**config.mk**
```make
export PLATFORM = sky130hd
export DESIGN_NAME = div_ctrl
export DESIGN_NICKNAME = d
export VERILOG_FILES = /design/src/rtl/div_ctrl.sv
export SDC_FILE = /design/constraint.sdc
export NUM_CORES = 1
export LEC_CHECK = 0
export ABC_AREA = 1
export CELL_PAD_IN_SITES_DETAIL_PLACEMENT = 1
export CELL_PAD_IN_SITES_GLOBAL_PLACEMENT = 1
export CORE_ASPECT_RATIO = 1.5
export CORE_MARGIN = 3
export CORE_UTILIZATION = 37
export CTS_CLUSTER_DIAMETER = 40
export DETAILED_ROUTE_END_ITERATION = 7
export PLACE_DENSITY_LB_ADDON = 0.1
export SLEW_MARGIN = 20
export SYNTH_ARGS = -nofsm -noshare
export SYNTH_HDL_FRONTEND = slang
export SYNTH_SLANG_ARGS = --single-unit
```
**constraint.sdc**
```tcl
create_clock -name aclk -period 3.6 [get_ports aclk]
set_input_delay 0.72 -clock aclk [delete_from_list [all_inputs] [get_ports aclk]]
set_output_delay 0.72 -clock aclk [all_outputs]
set_load 0.05 [all_outputs]
```
**src/rtl/div_ctrl.sv**
```systemverilog
// Multi-cycle restoring divider controller for the EX stage: stalls the pipeline
// while a DIV/MOD/DIVU/MODU runs and presents the result for one cycle.
module div_ctrl #(
   parameter int unsigned XLEN = 32
) (
   input  logic            aclk,
   input  logic            aresetn,
   input  logic            ex_valid,
   input  logic [4:0]      aluctrl,
   input  logic [XLEN-1:0] src1,
   input  logic [XLEN-1:0] src2,
   input  logic            flush,
   output logic            stall,
   output logic [XLEN-1:0] result,
   output logic            result_valid
);

   localparam int unsigned CNT_W = 6;
   localparam logic [4:0] OP_DIV  = 5'd14;
   localparam logic [4:0] OP_MOD  = 5'd15;
   localparam logic [4:0] OP_DIVU = 5'd16;
   localparam logic [4:0] OP_MODU = 5'd17;
   localparam logic [CNT_W-1:0] CNT_LAST = CNT_W'(31);

   typedef enum logic [1:0] {S_IDLE, S_CALC, S_DONE} state_t;

   state_t            state_q;
   logic [CNT_W-1:0]  cnt_q;
   logic [4:0]        op_q;
   logic [XLEN-1:0]   dvd_q, dvs_q, rem_q, quo_q, result_q;
   logic              qneg_q, rneg_q, live_q;

   logic              is_div_c, signed_c, mod_in_c, launch_c, mod_c, qbit_c;
   logic              neg1_c, neg2_c;
   logic [XLEN-1:0]   abs1_c, abs2_c, rem_nx_c, quo_nx_c, qfix_c, rfix_c;
   logic [XLEN:0]     shift_c, diff_c;

   // Decode and launch qualification; live_q blocks launches in the first cycle after reset.
   assign is_div_c = (aluctrl >= OP_DIV) && (aluctrl <= OP_MODU);
   assign signed_c = (aluctrl == OP_DIV) || (aluctrl == OP_MOD);
   assign mod_in_c = (aluctrl == OP_MOD) || (aluctrl == OP_MODU);
   assign launch_c = live_q && (state_q == S_IDLE) && ex_valid && is_div_c && !flush;
   assign mod_c    = (op_q == OP_MOD) || (op_q == OP_MODU);

   assign stall        = aresetn && !flush && (launch_c || (state_q == S_CALC));
   assign result_valid = aresetn && !flush && (state_q == S_DONE);
   assign result       = result_q;

   assign neg1_c = signed_c && src1[XLEN-1];
   assign neg2_c = signed_c && src2[XLEN-1];
   assign abs1_c = neg1_c ? (~src1) + XLEN'(1) : src1;
   assign abs2_c = neg2_c ? (~src2) + XLEN'(1) : src2;

   // One restoring step; the extra bit keeps the shifted remainder exact.
   assign shift_c  = {rem_q, dvd_q[XLEN-1]};
   assign diff_c   = shift_c - {1'b0, dvs_q};
   assign qbit_c   = ~diff_c[XLEN];
   assign rem_nx_c = qbit_c ? diff_c[XLEN-1:0] : shift_c[XLEN-1:0];
   assign quo_nx_c = {quo_q[XLEN-2:0], qbit_c};
   assign qfix_c   = qneg_q ? (~quo_nx_c) + XLEN'(1) : quo_nx_c;
   assign rfix_c   = rneg_q ? (~rem_nx_c) + XLEN'(1) : rem_nx_c;

   always_ff @(posedge aclk) begin
      if (!aresetn) begin
         state_q  <= S_IDLE;
         cnt_q    <= '0;
         op_q     <= '0;
         dvd_q    <= '0;
         dvs_q    <= '0;
         rem_q    <= '0;
         quo_q    <= '0;
         result_q <= '0;
         qneg_q   <= 1'b0;
         rneg_q   <= 1'b0;
         live_q   <= 1'b0;
      end else begin
         live_q <= 1'b1;
         if (flush) begin
            state_q <= S_IDLE;
            cnt_q   <= '0;
         end else begin
            case (state_q)
               S_IDLE: begin
                  if (launch_c) begin
                     op_q   <= aluctrl;
                     dvd_q  <= abs1_c;
                     dvs_q  <= abs2_c;
                     rem_q  <= '0;
                     quo_q  <= '0;
                     cnt_q  <= '0;
                     qneg_q <= neg1_c ^ neg2_c;
                     rneg_q <= neg1_c;
                     // Divide by zero bypasses the iterations entirely.
                     if (src2 == '0) begin
                        state_q  <= S_DONE;
                        result_q <= mod_in_c ? src1 : '1;
                     end else begin
                        state_q <= S_CALC;
                     end
                  end
               end
               S_CALC: begin
                  dvd_q <= {dvd_q[XLEN-2:0], 1'b0};
                  rem_q <= rem_nx_c;
                  quo_q <= quo_nx_c;
                  cnt_q <= cnt_q + CNT_W'(1);
                  if (cnt_q == CNT_LAST) begin
                     state_q  <= S_DONE;
                     result_q <= mod_c ? rfix_c : qfix_c;
                  end
               end
               S_DONE:  state_q <= S_IDLE;
               default: state_q <= S_IDLE;
            endcase
         end
      end
   end

endmodule

```
==> Word level (Yosys, flattened, before mapping) <==
Cells that the tools add are included.
{ "word_totals": {"ff_bits": 175, "output_inout_bits": 34} }
{ "op_classes": {"add_sub_neg": 6, "order_cmp": 2, "eq_ne": 11, "n_mux": 23, "bitwise_logic": 8, "n_reduce_logical": 24} }
{ "ops": {"columns": ["operator", "count"], "rows": [
  ["32-bit two-way mux", 12],
  ["32-bit case mux with 2 select lines", 3],
  ["32-bit by 1-bit adder with 32-bit output (second input constant)", 4],
  ["32-bit NOT", 4],
  ["31-bit case mux with 2 select lines", 1],
  ["33-bit by 32-bit subtractor with 33-bit output", 1],
  ["32-bit zero test", 1],
  ["5-bit by 4-bit equality test with 1-bit output (second input constant)", 3],
  ["6-bit case mux with 2 select lines", 1],
  ["5-bit equality test (second input constant)", 2],
  ["1-bit logical AND", 10],
  ["6-bit by 1-bit adder with 6-bit output (second input constant)", 1],
  ["6-bit by 5-bit equality test with 1-bit output (second input constant)", 1],
  ["2-bit two-way mux", 3],
  ["6-bit two-way mux", 1],
  ["3-bit AND reduction", 2],
  ["5-bit by 4-bit >= comparator with 1-bit output (second input constant)", 1],
  ["5-bit <= comparator (second input constant)", 1],
  ["5-bit AND reduction", 1],
  ["1-bit logical OR", 4],
  ["2-bit by 1-bit inequality test with 1-bit output (second input constant)", 2],
  ["2-bit case mux with 2 select lines", 1],
  ["2-bit AND reduction", 2],
  ["1-bit NOT", 3],
  ["other kinds (9)", 9]
]} }

==> Logic depth before layout (Yosys ltp) <==
Gate-level depths: netlist (run 1).
{ "depth": {"depth_word": 8, "mapped_depth": 33, "depth_no_buf": 31} }

==> Worst setup path before layout (run 1) <==
Ideal clock, no wire load.
{ "synth_timing": {"path_kind": "flip-flop to flip-flop", "startpoint": "reg dvd_q[31]", "endpoint": "reg result_q[26], in the netlist result[26]", "arrival_ps": 3827, "required_time_ps": 3468, "path_slack_ps": -359, "stages_incl_launch_ff": 33, "path_buffers": 2, "period_less_slack_ps": 3959, "cell_sequence": "dfxtp_1 inv_1 ha_1 inv_1 fa_1 nand2_1 nand2_1 nand3_1 nand2_1 nand2_1 nand2_2 nand2_2 nand3_2 nand2_2 buf_8 buf_6 ha_1 nand3_1 nor2_1 nand2_1 nor3_1 nand4_1 nand2_1 o21ai_0 inv_1 o21ai_0 o21bai_1 o21ai_0 a21oi_1 nor2_1 nand2_1 nand2_1 a21oi_1"} }
{ "synth_via": {"elab_chain_len": 8} }
{ "synth_lines": {"columns": ["element", "line", "rtl"], "rows": [
  ["start: declaration", "30", "logic [XLEN-1:0] dvd_q, dvs_q, rem_q, quo_q, result_q;"],
  ["start signal: assignment", "86", "dvd_q <= abs1_c;"],
  ["start signal: assignment", "103", "dvd_q <= {dvd_q[XLEN-2:0], 1'b0};"],
  ["33-bit by 32-bit subtractor with 33-bit output", "56", "assign diff_c = shift_c - {1'b0, dvs_q};"],
  ["32-bit two-way mux or 1-bit NOT (tied branches)", "58, 57", null],
  ["32-bit NOT (on tied branches)", "61, 60", null],
  ["32-bit by 1-bit adder with 32-bit output (on tied branches)", "61, 60", null],
  ["32-bit two-way mux (on tied branches)", "61, 60", null],
  ["32-bit two-way mux *", "109", "result_q <= mod_c ? rfix_c : qfix_c;"],
  ["32-bit two-way mux *", "107", "if (cnt_q == CNT_LAST) begin"],
  ["32-bit case mux with 2 select lines *", "82", "case (state_q)"],
  ["end signal: assignment", "96", "result_q <= mod_in_c ? src1 : '1;"],
  ["end signal: assignment", "109", null],
  ["end: declaration", "30", null]
]} }
Every way passes the cells marked *; elsewhere a longest branch is shown, timed or not. The select of a mux whose other input is x is not followed.
A chain may end at the register's enable or synchronous reset.

==> Final worst setup path (run 1) <==
{ "layout_timing": {"startpoint": "reg dvs_q[27]", "endpoint": "reg result_q[26], in the netlist result[26]"} }
{ "layout_via": {"elab_chain_len": 8} }
{ "layout_lines": {"columns": ["element", "line", "rtl"], "rows": [
  ["start: declaration", "30", null],
  ["start signal: assignment", "87", "dvs_q <= abs2_c;"],
  ["33-bit by 32-bit subtractor with 33-bit output *", "56", null],
  ["32-bit two-way mux or 1-bit NOT (tied branches)", "58, 57", null],
  ["32-bit NOT (on tied branches)", "61, 60", null],
  ["32-bit by 1-bit adder with 32-bit output (on tied branches)", "61, 60", null],
  ["32-bit two-way mux (on tied branches)", "61, 60", null],
  ["32-bit two-way mux *", "109", null],
  ["32-bit two-way mux *", "107", null],
  ["32-bit case mux with 2 select lines *", "82", null]
]} }
Marked as above.

==> flow_summary.toml, run 1 <==
[sta]
rsz0062_at_grt = "yes"
setup_viol = 11
relSlewSlack = 0.440
max_freq_mhz = 264
slew_viol_final = 0
fin_skew_ps = 13.0
hold_violations = 0
worst_pin_slew_ps = 831
post-route-min-period_ps = 3780
period_share = 1.05
setup_ws_ps = -181

[global_route]
grt.total_usage = 0.310
grt_max_degree = 140
grt_overflow_total = 0
grt_pass1_vias = 17500
antenna_found_initial = 1
grt_pass1_wl_um = 94200

[placed_design]
post-dp-hpwl_um = 47200
preCtsSetupSlack_ps = -530
dpl-instance-area_um2 = 16900
routabilityCongestion = 0.944
io_buffers = 106

[setup_path]
path_max_fanout = 4
critPathKind = "flop to flop"
rr_endpoint = "result[26]"
worst_ep_arrival_time_ps = 4100
r2r_setup_slack_ps = -180
endpoint_kind = "flop"
timing.rr.start = "dvs_q[27]"
r2r_cells = 27
start_kind = "flop"
required_ps = 3910

[die]
start_util = 0.379
num_io_pins = 107
die_x_um = 161
num_rows = 84
die_area_um2 = 38500
die_y_um = 239
core_area_um2 = 35300

[run_status]
violations = "negative setup slack"
status = "finished with violations"

[synthesis]
synth_top_cell_by_area = "dfxtp_1"
post_synth_instance_area_um2 = 13400
syn_inst = 2287
syn-num-nets = 2398
synth_cell_types = 50
synth_area_leaders = "dfxtp_1, nand2_1, a21oi_1"
synth_warnings = 0
synth_edf_count = 0
syn_avg_cell_area_um2 = 5.84
ys_ff_latch = 175
synth_flop_cell = "dfxtp_1"
async_flop_share = 0
seq_area_frac_synth = 0.262
synth.top_cell.area_share = 0.262

[cells_and_area]
fin_area_um2 = 18900
fin_nets = 2760
final_layout_size_suffix_gt1_frac = 0.233
area_growth_pct = 41.3

[route]
drtIter0Drc = 866
wirelength_um = 63700
drtPass1Iterations = 7
ant_nets = 0
wl_per_cell_um = 20.3
routed_via_density = 5.39
drcViolationCount = 0
vias = 16900

[clock_network]
cts_root_buf = "clkbuf_16"
clock_latency_ps = 460
cts_tree = "yes"
ctsHoldBuffers = 0
clkTransAtPathRegs_ps = 80
clockBufferDepth = 2
cts.sinks = 175
cts_max_level = 4
numCtsBuffers = 17

[hold_path]
hold_depth = 2
hold_class = "flop to flop"
hold_path_startpoint = "cnt_q[5]"
min_to = "cnt_q[5]"

[power_and_ir_drop]
powerDensity_nw_per_um2 = 361
p_leak_nw = 8.61
ir_worst_vdd_uv = 315

[flow_run]
cap_violations = 0
[metrics by stage]
stage / util / power, mW / instances / TNS [ps] / hold WS [ps]
floorplan: - / 3.21 / 2287 / -93.0 / 438
global placement: 0.478 / 4.17 / 3049 / -10540 / 449
detailed placement: 0.478 / 4.22 / 3049 / -14390 / 456
CTS: 0.505 / 6.27 / 3103 / -0.137 / 467
global route: 0.535 / 7.14 / 3136 / -4580 / 493
finish: 0.535 / 6.82 / 3136 / -556 / 465
[flip-flops by register name, indices dropped and copies added (netlist names), 2 cells and up]
register / flops
state_q: 2
cnt_q: 6
quo_q: 31
op_q: 5
dvd_q: 32
result: 32
rem_q: 32
dvs_q: 32
[timing repair]
item                                    in CTS  in global routing
pin swaps                                   20                 75
endpoints found under the setup margin      27                 37
cloned                                       0                  2
gates resized for setup                     50                198
setup buffers                               22                 32
[layout by cell type, fill, tap and decap left out, drive strengths merged, types with 4 or more instances in the layout]
cell type	synthesis	final
nand2	726	726
buf	20	333
inv	285	293
a21oi	251	251
nor2	230	230
dfxtp	175	175
nand3	138	138
o21ai	132	132
clkdlybuf4s50	0	104
nor3	38	38
ha	37	37
xor2	30	30
o211ai	26	26
nand4	24	24
clkbuf	76	21
o221ai	19	19
xnor2	18	18
nand3b	10	10
nor4	9	9
clkinv	4	7
a31oi	6	6
o21bai	6	6
a221oi	5	5
a211oi	4	4
or2	4	4
[worst max-delay path, cell delays in order (launching register included)]
cell      delay [ps]
dfxtp_2          350
inv_2             50
ha_4             280
nand2_4           70
nor2_4           110
nor3b_4          300
and2_4           240
nand2_4           80
nand2_4          100
nand2_4           70
nand2_4          110
ha_4             150
nand3_4           70
nor2_4           150
nand2_2           90
nor3_4           200
nand4_1          140
nand2_1          110
o21ai_2           80
inv_2            110
o21ai_4           80
o21bai_4         210
o21ai_1          150
a21oi_1           60
nor2_1           110
nand2_1           60
nand2_1           50
a21oi_1           50
[routing by layer]
metal | track usage | vias to the layer above | part of all wire
li1 | - | 8110 | -
met1 | 0.314 | 8233 | 0.36
met2 | 0.608 | 382 | 0.54
met3 | 0.0309 | 191 | 0.025
met4 | 0.183 | 0 | 0.068
met5 | 0 | - | 0
[final cells by class]
type | instances | area, µm²
clock buffer | 19 | 443
fill | 4803 | 16400
clock inverter | 13 | 148
tap | 473 | 592
multi-input combinational | 1727 | 9360
sequential | 175 | 3520
timing repair buffer | 439 | 3730
antenna | 1 | 2.50
inverter | 289 | 1090
[kinds of logic (layout without fill, tap and decap cells)]
logic type,after synthesis,in the layout,share of synthesized area
flip-flops,175,175,0.262
other,0,1,0
XOR/XNOR,48,48,0.0315
AO/OA/AOI/OAI,459,459,0.189
adder cells (fa/ha/maj),38,38,0.0361
AND/OR/NAND/NOR,1182,1182,0.370
buffers and inverters,385,760,0.112
[cell usage after synthesis, drive strengths merged, types with 24 or more instances]
| cell type | instances |
|---|---|
| clkbuf | 76 |
| nand2 | 726 |
| nand3 | 138 |
| a21oi | 251 |
| nor2 | 230 |
| ha | 37 |
| inv | 285 |
| nand4 | 24 |
| xor2 | 30 |
| o211ai | 26 |
| o21ai | 132 |
| nor3 | 38 |
| dfxtp | 175 |
[power by group]
| part | internal, mW | switching (mW) | leakage (nW) | total [mW] |
|---|---|---|---|---|
| logic | 1.21 | 1.70 | 6.90 | 2.92 |
| registers | 1.94 | 0.00613 | 1.42 | 1.95 |
| clock network | 1.00 | 0.945 | 0.289 | 1.95 |
[worst max-delay path by stage]
stage | startpoint | endpoint | slack, ps | depth (start not counted)
global placement | src2[0] | result[2] | -410 | 19
detailed placement | src2[0] | result[20] | -530 | 19
floorplan | dvd_q[31] | result[26] | -60 | 32
CTS | dvs_q[19] | result[20] | -0.1 | 27
finish | dvs_q[27] | result[26] | -180 | 27
global route | dvs_q[27] | result[26] | -420 | 27
Note: power is estimated with default switching activity, not from simulation.
==> run 2: changes to the inputs <==
--- a/config.mk
+++ b/config.mk
@@ -13,6 +13,7 @@
 export CORE_UTILIZATION = 37
 export CTS_CLUSTER_DIAMETER = 40
 export DETAILED_ROUTE_END_ITERATION = 7
+export GPL_TIMING_DRIVEN = 0
 export PLACE_DENSITY_LB_ADDON = 0.1
 export SLEW_MARGIN = 20
 export SYNTH_ARGS = -nofsm -noshare
==> flow_summary.toml, run 2 (synthesis results as in run 1) <==
[hold_path]
hold_depth = 2
hold_path_startpoint = "dvd_q[23]"
min_to = "dvd_q[23]"
hold_class = "flop to flop"

[die]
die_area_um2 = 38500
die_y_um = 239
num_rows = 84
start_util = 0.379
num_io_pins = 107
core_area_um2 = 35300
die_x_um = 161

[setup_path]
r2r_cells = 29
slowest_delay_ps = 350
r2r_setup_slack_ps = -380
path_max_fanout = 4
required_ps = 3940
cp_slowest_cell = "dfxtp_1"
start_kind = "flop"
startpoint = "dvs_q[27]"
rr_endpoint = "result[26]"
critPathKind = "flop to flop"
timing.rr.start = "dvs_q[27]"
endpoint_kind = "flop"
worst_ep_arrival_time_ps = 4320

[route]
vias = 16200
wirelength_um = 64700
drtIter0Drc = 892
drcViolationCount = 0
wl_per_cell_um = 21.8
ant_nets = 0
routed_via_density = 5.46
drtPass1Iterations = 5

[global_route]
grt_pass1_vias = 16800
grt_overflow_total = 0
grt_pass1_wl_um = 95900
grt.total_usage = 0.327
grt.met2_usage = 0.606
grt_max_degree = 21
use_met1 = 0.318
antenna_found_initial = 4
use_met3 = 0.0343
globalRoute.busiestLayer = "met2"

[sta]
hold_violations = 0
fin_skew_ps = 20.6
post-route-min-period_ps = 3980
rsz0062_at_grt = "yes"
max_freq_mhz = 251
worst_pin_slew_ps = 1040
period_share = 1.11
setup_ws_ps = -385
relSlewSlack = 0.307
setup_viol = 21
holdWs_ps = 470
slew_viol_final = 0

[power_and_ir_drop]
p_leak_nw = 7.46
powerDensity_nw_per_um2 = 356
ir_worst_vdd_uv = 277
p_total_mw = 6.17

[flow_run]
cap_violations = 0

[clock_network]
numCtsBuffers = 17
clockBufferDepth = 2
clkTransAtPathRegs_ps = 90
clock_latency_ps = 480
ctsHoldBuffers = 0
cts.sinks = 175
cts_tree = "yes"
cts_max_level = 4
cts_root_buf = "clkbuf_16"

[cells_and_area]
fin_nets = 2583
final_layout_size_suffix_gt1_frac = 0.144
final_common_cell = "nand2_1"
area_growth_pct = 29.5
mostFrequentLayoutCells = "nand2_1, inv_1, a21oi_1, nor2_1, dfxtp_1"

[run_status]
status = "finished with violations"
violations = "negative setup slack"

[placed_design]
routabilityCongestion = 0.961
post-dp-hpwl_um = 51600
io_buffers = 106
preCtsSetupSlack_ps = -1300
==> run 2: changes by cell type in the layout (fill, tap and decap cells not counted), sizes merged, moves of 2 or more <==
cell | before | now
clkinv | 7 | 9
inv | 293 | 295
diode | 1 | 4
dlymetal6s2s | 0 | 3
buf | 333 | 81
clkbuf | 21 | 93
clkdlybuf4s50 | 104 | 100
==> run 2: how the worst max path moves through the flow <==
| stage | to | slack, ps | depth (start not counted) |
|---|---|---|---|
| CTS | result[26] | -330 | 32 |
| detailed placement | result[24] | -1300 | 29 |
| floorplan | result[26] | -60 | 32 |
| global route | result[26] | -580 | 32 |
| global placement | result[4] | -1700 | 14 |
| finish | result[26] | -380 | 29 |
==> run 2: worst max-delay path: cells and delay by family, from the launching register on <==
family | cells | cell delay (ps)
AND/OR/NAND/NOR | 17 | 2020
AO/OA/AOI/OAI | 6 | 630
adder cells (fa/ha/maj) | 2 | 440
buffers and inverters | 4 | 370
flip-flops | 1 | 350
==> run 2: what timing repair did <==
action,CTS,global route
endpoints found under the setup margin,127,105
buffers inserted,33,26
resized for setup,159,135
pin swaps,36,37
cloned,0,2
==> run 2: report_power, final <==
group | total, mW | switching (mW) | internal [mW]
logic | 2.28 | 1.51 | 0.763
registers | 1.95 | 0.00675 | 1.94
clock network | 1.94 | 0.997 | 0.946
total | 6.17 | 2.52 | 3.65
==> run 2: per-stage QoR <==
| stage | utilization | setup TNS (ps) | std cells | area (µm²) |
|---|---|---|---|---|
| final | 0.490 | -3090 | 2962 | 17300 |
| after global routing | 0.490 | -7100 | 2962 | 17300 |
| after CTS | 0.472 | -2170 | 2930 | 16700 |
| after detailed placement | 0.428 | -132030 | 2866 | 15100 |
| after global placement | 0.427 | -182140 | 2866 | 15100 |
| after floorplan | - | -93.0 | 2287 | 13400 |
==> run 2: layout make-up <==
cell class | instances | area, µm²
Timing Repair Buffer | 167 | 1570
Multi-Input combinational cell | 1727 | 9450
Fill cell | 4864 | 18000
Tap cell | 473 | 592
Clock inverter | 15 | 179
Antenna cell | 4 | 10.0
Clock buffer | 17 | 425
Inverter | 289 | 1100
Sequential cell | 175 | 3520
Buffer | 95 | 469
==> run 2: per-layer routing <==
layer | routed length (µm) | up-vias
met4 | 6570 | 0
met5 | 0 | -
met1 | 22900 | 7819
met3 | 1590 | 208
met2 | 33600 | 396
li1 | - | 7761
